--- config.mk ---
export PLATFORM = sky130hd
export DESIGN_NAME = uart_tx_feeder
export DESIGN_NICKNAME = d
export VERILOG_FILES = /design/src/rtl/uart_pkg.sv /design/src/rtl/sync_fifo.sv /design/src/rtl/uart_tx_feeder.sv
export SDC_FILE = /design/constraint.sdc
export NUM_CORES = 1
export LEC_CHECK = 0
export ABC_AREA = 1
export BUFFER_PORTS_ARGS = -buffer_cell sky130_fd_sc_hd__buf_4
export CAP_MARGIN = 0
export CORE_UTILIZATION = 40
export DETAILED_ROUTE_END_ITERATION = 8
export GPL_TIMING_DRIVEN = 0
export SLEW_MARGIN = 20
export SYNTH_ARGS = -nofsm -noshare
export SYNTH_HDL_FRONTEND = slang
export SYNTH_SLANG_ARGS = --single-unit
--- constraint.sdc ---
create_clock -name clk -period 2.9 [get_ports clk]
set_input_delay 0.29 -clock clk [delete_from_list [all_inputs] [get_ports clk]]
set_output_delay 0.29 -clock clk [all_outputs]
set_load 0.005 [all_outputs]
--- src/rtl/uart_pkg.sv ---
// Shared types and default sizing for the UART datapath blocks.
package uart_pkg;

   typedef enum logic [1:0] {
      IDLE       = 2'd0,
      FIRE       = 2'd1,
      WAIT_START = 2'd2,
      WAIT_DONE  = 2'd3
   } tx_state_t;

   localparam int unsigned DATA_W_DEF   = 8;
   localparam int unsigned DEPTH_DEF    = 16;
   localparam int unsigned START_TO_DEF = 4;

endpackage

--- src/rtl/sync_fifo.sv ---
// Synchronous FIFO with registered occupancy flags, overflow pulse and flush.
// Read data is the head entry, presented combinationally.
module sync_fifo
   import uart_pkg::*;
#(
   parameter int DATA_W = DATA_W_DEF,
   parameter int DEPTH  = DEPTH_DEF,
   parameter int ADDR_W = $clog2(DEPTH)
) (
   input  logic              clk,
   input  logic              rst_n,
   input  logic              wr_en,
   input  logic [DATA_W-1:0] wr_data,
   input  logic              rd_en,
   output logic [DATA_W-1:0] rd_data,
   input  logic              flush,
   output logic              full,
   output logic              empty,
   output logic [ADDR_W:0]   count,
   output logic              overflow
);

   localparam logic [ADDR_W:0]   CNT_ONE  = (ADDR_W+1)'(1);
   localparam logic [ADDR_W:0]   CNT_FULL = (ADDR_W+1)'(DEPTH);
   localparam logic [ADDR_W-1:0] PTR_ONE  = ADDR_W'(1);

   logic [DATA_W-1:0] mem [DEPTH];
   logic [ADDR_W-1:0] wr_ptr;
   logic [ADDR_W-1:0] rd_ptr;
   logic [ADDR_W:0]   count_nxt;
   logic              wr_ok;
   logic              rd_ok;

   // flush wins over both ports so a same-cycle write never survives a clear
   assign wr_ok   = wr_en && !full  && !flush;
   assign rd_ok   = rd_en && !empty && !flush;
   assign rd_data = mem[rd_ptr];

   always_comb begin
      count_nxt = count;
      if (flush)
         count_nxt = '0;
      else if (wr_ok && !rd_ok)
         count_nxt = count + CNT_ONE;
      else if (!wr_ok && rd_ok)
         count_nxt = count - CNT_ONE;
   end

   always_ff @(posedge clk or negedge rst_n) begin
      if (!rst_n) begin
         wr_ptr   <= '0;
         rd_ptr   <= '0;
         count    <= '0;
         full     <= 1'b0;
         empty    <= 1'b1;
         overflow <= 1'b0;
      end else begin
         if (flush) begin
            wr_ptr <= '0;
            rd_ptr <= '0;
         end else begin
            if (wr_ok) wr_ptr <= wr_ptr + PTR_ONE;
            if (rd_ok) rd_ptr <= rd_ptr + PTR_ONE;
         end
         count    <= count_nxt;
         full     <= (count_nxt == CNT_FULL);
         empty    <= (count_nxt == '0);
         overflow <= wr_en && full;
      end
   end

   always_ff @(posedge clk) begin
      if (wr_ok) mem[wr_ptr] <= wr_data;
   end

endmodule

--- src/rtl/uart_tx_feeder.sv ---
// Byte FIFO plus frame scheduler feeding the UART transmitter one tx_en per byte.
//
//   state      | meaning
//   IDLE       | waiting for a byte and for the transmitter to be quiet; pops head
//   FIRE       | tx_en high for this single cycle, tx_data already loaded
//   WAIT_START | waiting up to START_TO cycles for bps_en to rise
//   WAIT_DONE  | frame in flight, waiting for bps_en to fall
module uart_tx_feeder
   import uart_pkg::*;
#(
   parameter int DATA_W   = DATA_W_DEF,
   parameter int DEPTH    = DEPTH_DEF,
   parameter int ADDR_W   = $clog2(DEPTH),
   parameter int START_TO = START_TO_DEF
) (
   input  logic              clk,
   input  logic              rst_n,
   input  logic              wr_en,
   input  logic [DATA_W-1:0] wr_data,
   input  logic              flush,
   output logic              full,
   output logic              empty,
   output logic [ADDR_W:0]   count,
   output logic              overflow,
   output logic              start_err,
   output logic              tx_en,
   output logic [DATA_W-1:0] tx_data,
   input  logic              bps_en,
   output logic              busy
);

   localparam int              TO_W    = $clog2(START_TO + 1);
   localparam logic [TO_W-1:0] TO_LAST = TO_W'(START_TO - 1);
   localparam logic [TO_W-1:0] TO_ONE  = TO_W'(1);

   tx_state_t         state, state_nxt;
   logic [TO_W-1:0]   to_cnt, to_cnt_nxt;
   logic              pop;
   logic [DATA_W-1:0] head;

   sync_fifo #(
      .DATA_W (DATA_W),
      .DEPTH  (DEPTH),
      .ADDR_W (ADDR_W)
   ) u_fifo (
      .clk      (clk),
      .rst_n    (rst_n),
      .wr_en    (wr_en),
      .wr_data  (wr_data),
      .rd_en    (pop),
      .rd_data  (head),
      .flush    (flush),
      .full     (full),
      .empty    (empty),
      .count    (count),
      .overflow (overflow)
   );

   always_comb begin
      state_nxt  = state;
      to_cnt_nxt = to_cnt;
      pop        = 1'b0;
      tx_en      = 1'b0;
      start_err  = 1'b0;
      case (state)
         IDLE: begin
            // a busy transmitter here means someone else launched it; hold off
            if (!empty && !flush && !bps_en) begin
               pop       = 1'b1;
               state_nxt = FIRE;
            end
         end
         FIRE: begin
            tx_en      = 1'b1;
            to_cnt_nxt = '0;
            state_nxt  = WAIT_START;
         end
         WAIT_START: begin
            if (bps_en) begin
               state_nxt = WAIT_DONE;
            end else if (to_cnt == TO_LAST) begin
               start_err = 1'b1;
               state_nxt = IDLE;
            end else begin
               to_cnt_nxt = to_cnt + TO_ONE;
            end
         end
         WAIT_DONE: begin
            if (!bps_en) state_nxt = IDLE;
         end
         default: state_nxt = IDLE;
      endcase
   end

   assign busy = (state != IDLE);

   always_ff @(posedge clk or negedge rst_n) begin
      if (!rst_n) begin
         state   <= IDLE;
         to_cnt  <= '0;
         tx_data <= '0;
      end else begin
         state  <= state_nxt;
         to_cnt <= to_cnt_nxt;
         if (pop) tx_data <= head;
      end
   end

endmodule

==> summary.txt <==
Clock tree
  – Worst-Skew Late Latency: 420 ps
  – Number of clock sinks: 157
  – CTS tree: done
  – Cts bufs inserted: 17
  – H-tree lvl count: 4
  – Clock root cell: clkbuf_16
  – Clock Path Buffers: 2
  – Clock slew at reported path FFs: 60 ps

Timing
  – RSZ-0062 raised after global routing: no
  – F_max: 454 MHz
  – Setup_tns: 0 ps
  – Slew Limit Headroom: 38.3%
  – Slew of the pin with the lowest slew margin: 922 ps
  – Final Slew Violations: 0
  – Finish-stage setup viols: 0
  – Final hold vios: 0
  – Share of the clock period used by the worst path: 76.0%
  – Final Skew: 5.24 ps
  – Crit path time final: 2200 ps

Synth
  – Sequential-to-total area share from yosys stat: 67.9%
  – Cell count after synthesis: 589
  – Synth Net Count: 611
  – Netlist Area Pre-Place: 6730 um2
  – Ys Warns: 0
  – Synth top cells by count: 128 x edfxtp_1, 115 x nor2_1, 67 x nand2_1
  – Async SR Flop Fraction: 18.5%
  – Post-synth EDFFs: 128
  – Distinct cell type count after synthesis: 32
  – Yosys reg bits: 157
  – Share of the synthesized area in the top cell type: 57.1%
  – Mean Syn Cell Area: 11.4 um2
  – Post-synth top area cell: edfxtp_1
  – Top-count cell post-synth: edfxtp_1
  – Main synth FF type: edfxtp_1
  – Top post-synthesis cells by area: edfxtp_1 57%, dfrtp_1 10%, nor2_1 6.4%, o21ai_0 4.8%, nand2_1 3.7%

Power and ir drop
  – Pwr dens: 705 nW/um2
  – Static leakage: 2.89 nW
  – VDD IR max: 0.426 mV

Hold path
  – Hold Path Class: input pin to register

Run status
  – Outcome: finished, final reports clean

Setup path
  – Buf+Inv Stages, Crit Path: 1
  – Startpoint Class: register
  – Worst Setup Path Type: register to register
  – CP max-delay cell: nor2_1
  – Crit-path max FO: 10
  – Crit-path cells: inv_1, nand2_2, nor2_4, nand2_1, nor2_1
  – Crit-path leading delay family: simple AND/OR/NAND/NOR gates
  – Setup crit end kind: register
  – Max incr delay on CP: 750 ps
  – CP required: 2950 ps
  – Worst Path Arrival: 2250 ps

Floorplanning
  – Row cnt: 47
  – Initial Util: 40.7%
  – Overall die area: 17400 um2
  – Core area: 16500 um2
  – Die Height: 132 um
  – IO Pins: 32
  – Die Width: 132 um

Global route
  – First-pass GRT wire length: 25.9 mm
  – Largest net degree at the start of global routing: 30
  – Vias in the first global route: 4609
  – GRT overflow: 0
  – Overall Global Routing Usage: 20.0%
  – Initial antenna violation count: 0

Placed design
  – PortBufs: 31
  – HPWL after DPL: 11.1 mm
  – Gpl congestion: 0.888

Final layout
  – Layout cells sized above 1: 16.1%
  – Diodes inserted: 0
  – # fillers: 1475
  – Area delta synth->final: 16.2%
  – Fin util: 47.4%
  – Final net count: 662

Routing
  – Total wire length: 16.3 mm
  – Initial detailed-routing violation count: 357
  – # DRC: 0
  – Routed WL per cell: 18.7 um
  – Vias/cell: 5.31
  – Via count: 4635
  – Antenna Nets Post-Route: 0
  – First-pass detailed-route iteration total: 5

Flow run
  – Maxcap violations: 0
-- registers in the layout, summed over array words and instances (netlist names) --
register and flops:
u_fifo.wr_ptr 4, u_fifo.mem 128, u_fifo.rd_ptr 4, to_cnt 3, u_fifo.full 1, state 2, u_fifo.count 5, tx_data 8
u_fifo.empty 1, u_fifo.overflow 1
-- cells by family after synthesis --
logic type / count (synthesis) / synth area share (%)
DFF: 157 / 67.9
AOI/OAI and AO/OA: 117 / 10.0
buffers and inverters: 61 / 4.39
adders and majority gates: 9 / 1.67
and+or+nand+nor: 245 / 16.1
-- repair_timing --
item / in CTS / in global routing
resized for setup: 0 / 0
setup buffers: 0 / 0
endpoints found under the hold margin: 28 / 0
hold buffers: 1 / 0
-- cell type report --
| type | instances | area [um2] | share of cell area [%] |
|---|---|---|---|
| plain buffers | 28 | 171 | 2.19 |
| clock buffers | 19 | 433 | 5.53 |
| clock inverters | 13 | 101 | 1.30 |
| inverters | 33 | 124 | 1.58 |
| multi-input cells | 371 | 1910 | 24.4 |
| flip-flops and latches | 157 | 4570 | 58.4 |
| well taps | 220 | 275 | 3.52 |
| repair buffers | 32 | 243 | 3.10 |
-- layer usage --
metal	global-route usage [%]	part of all wire (%)
met1	25.7	42
met2	32.0	48
met3	4.11	5.9
met4	11.0	4.3
met5	0	0
-- path summary, 6_finish.rpt --
path | startpoint | end | slack [ps] | cells past startpoint
worst min-delay path | wr_en | u_fifo.overflow$_DFF_PN0_ | 80 | 3
min in group asynchronous | rst_n | to_cnt[0]$_DFFE_PN0P_ | 330 | 2
worst min register to register | tx_data[2]$_DFFE_PN0N_ | tx_data[2]$_DFFE_PN0N_ | 480 | 2
max in group asynchronous | rst_n | u_fifo.empty$_DFF_PN1_ | 2250 | 2
worst max-delay path | u_fifo.full$_DFF_PN0_ | u_fifo.mem[12][1]$_DFFE_PP_ | 700 | 5
worst max register to register | u_fifo.full$_DFF_PN0_ | u_fifo.mem[12][1]$_DFFE_PP_ | 700 | 5
-- worst register-to-register path, stage by stage (launching register included) --
cell and delay [ps]:
dfrtp_1 390, inv_1 70, nand2_2 110, nor2_4 280, nand2_1 220, nor2_1 750
-- where the power goes --
group          switching [W]  leakage, nW  total (W)  internal, W
registers          0.0000867         1.53    0.00265      0.00256
logic               0.000530         1.11   0.000853     0.000322
clock network       0.000860        0.243    0.00202      0.00116
-- stage by stage --
step,power [W],hold WS [ps],setup slack (ps),area (um2),std cells
floorplan,0.00316,-5.59,1170,6730,589
global placement,0.00351,231,672,7240,840
detailed placement,0.00354,243,685,7280,840
CTS,0.00554,65.5,676,7830,873
global route,0.00574,87.8,569,7830,873
finish,0.00552,75.7,696,7830,873
-- layout by cell type, fill, tap and decap left out, types with 2 or more instances in the layout --
cell,instances
nand2_2,5
clkbuf_1,11
o211ai_1,32
clkbuf_16,17
nor2_4,4
clkinvlp_4,6
dfrtp_1,28
nand4_1,5
buf_6,4
ha_1,9
nor3_2,11
inv_1,29
buf_2,8
nand2_1,67
nor2_2,2
buf_4,38
o21ai_1,10
inv_2,2
o21ai_0,64
clkinv_1,5
nor2_1,115
edfxtp_1,128
clkinv_2,3
nand3_1,31
a21oi_1,8
Power figures use the tool's default switching activity.
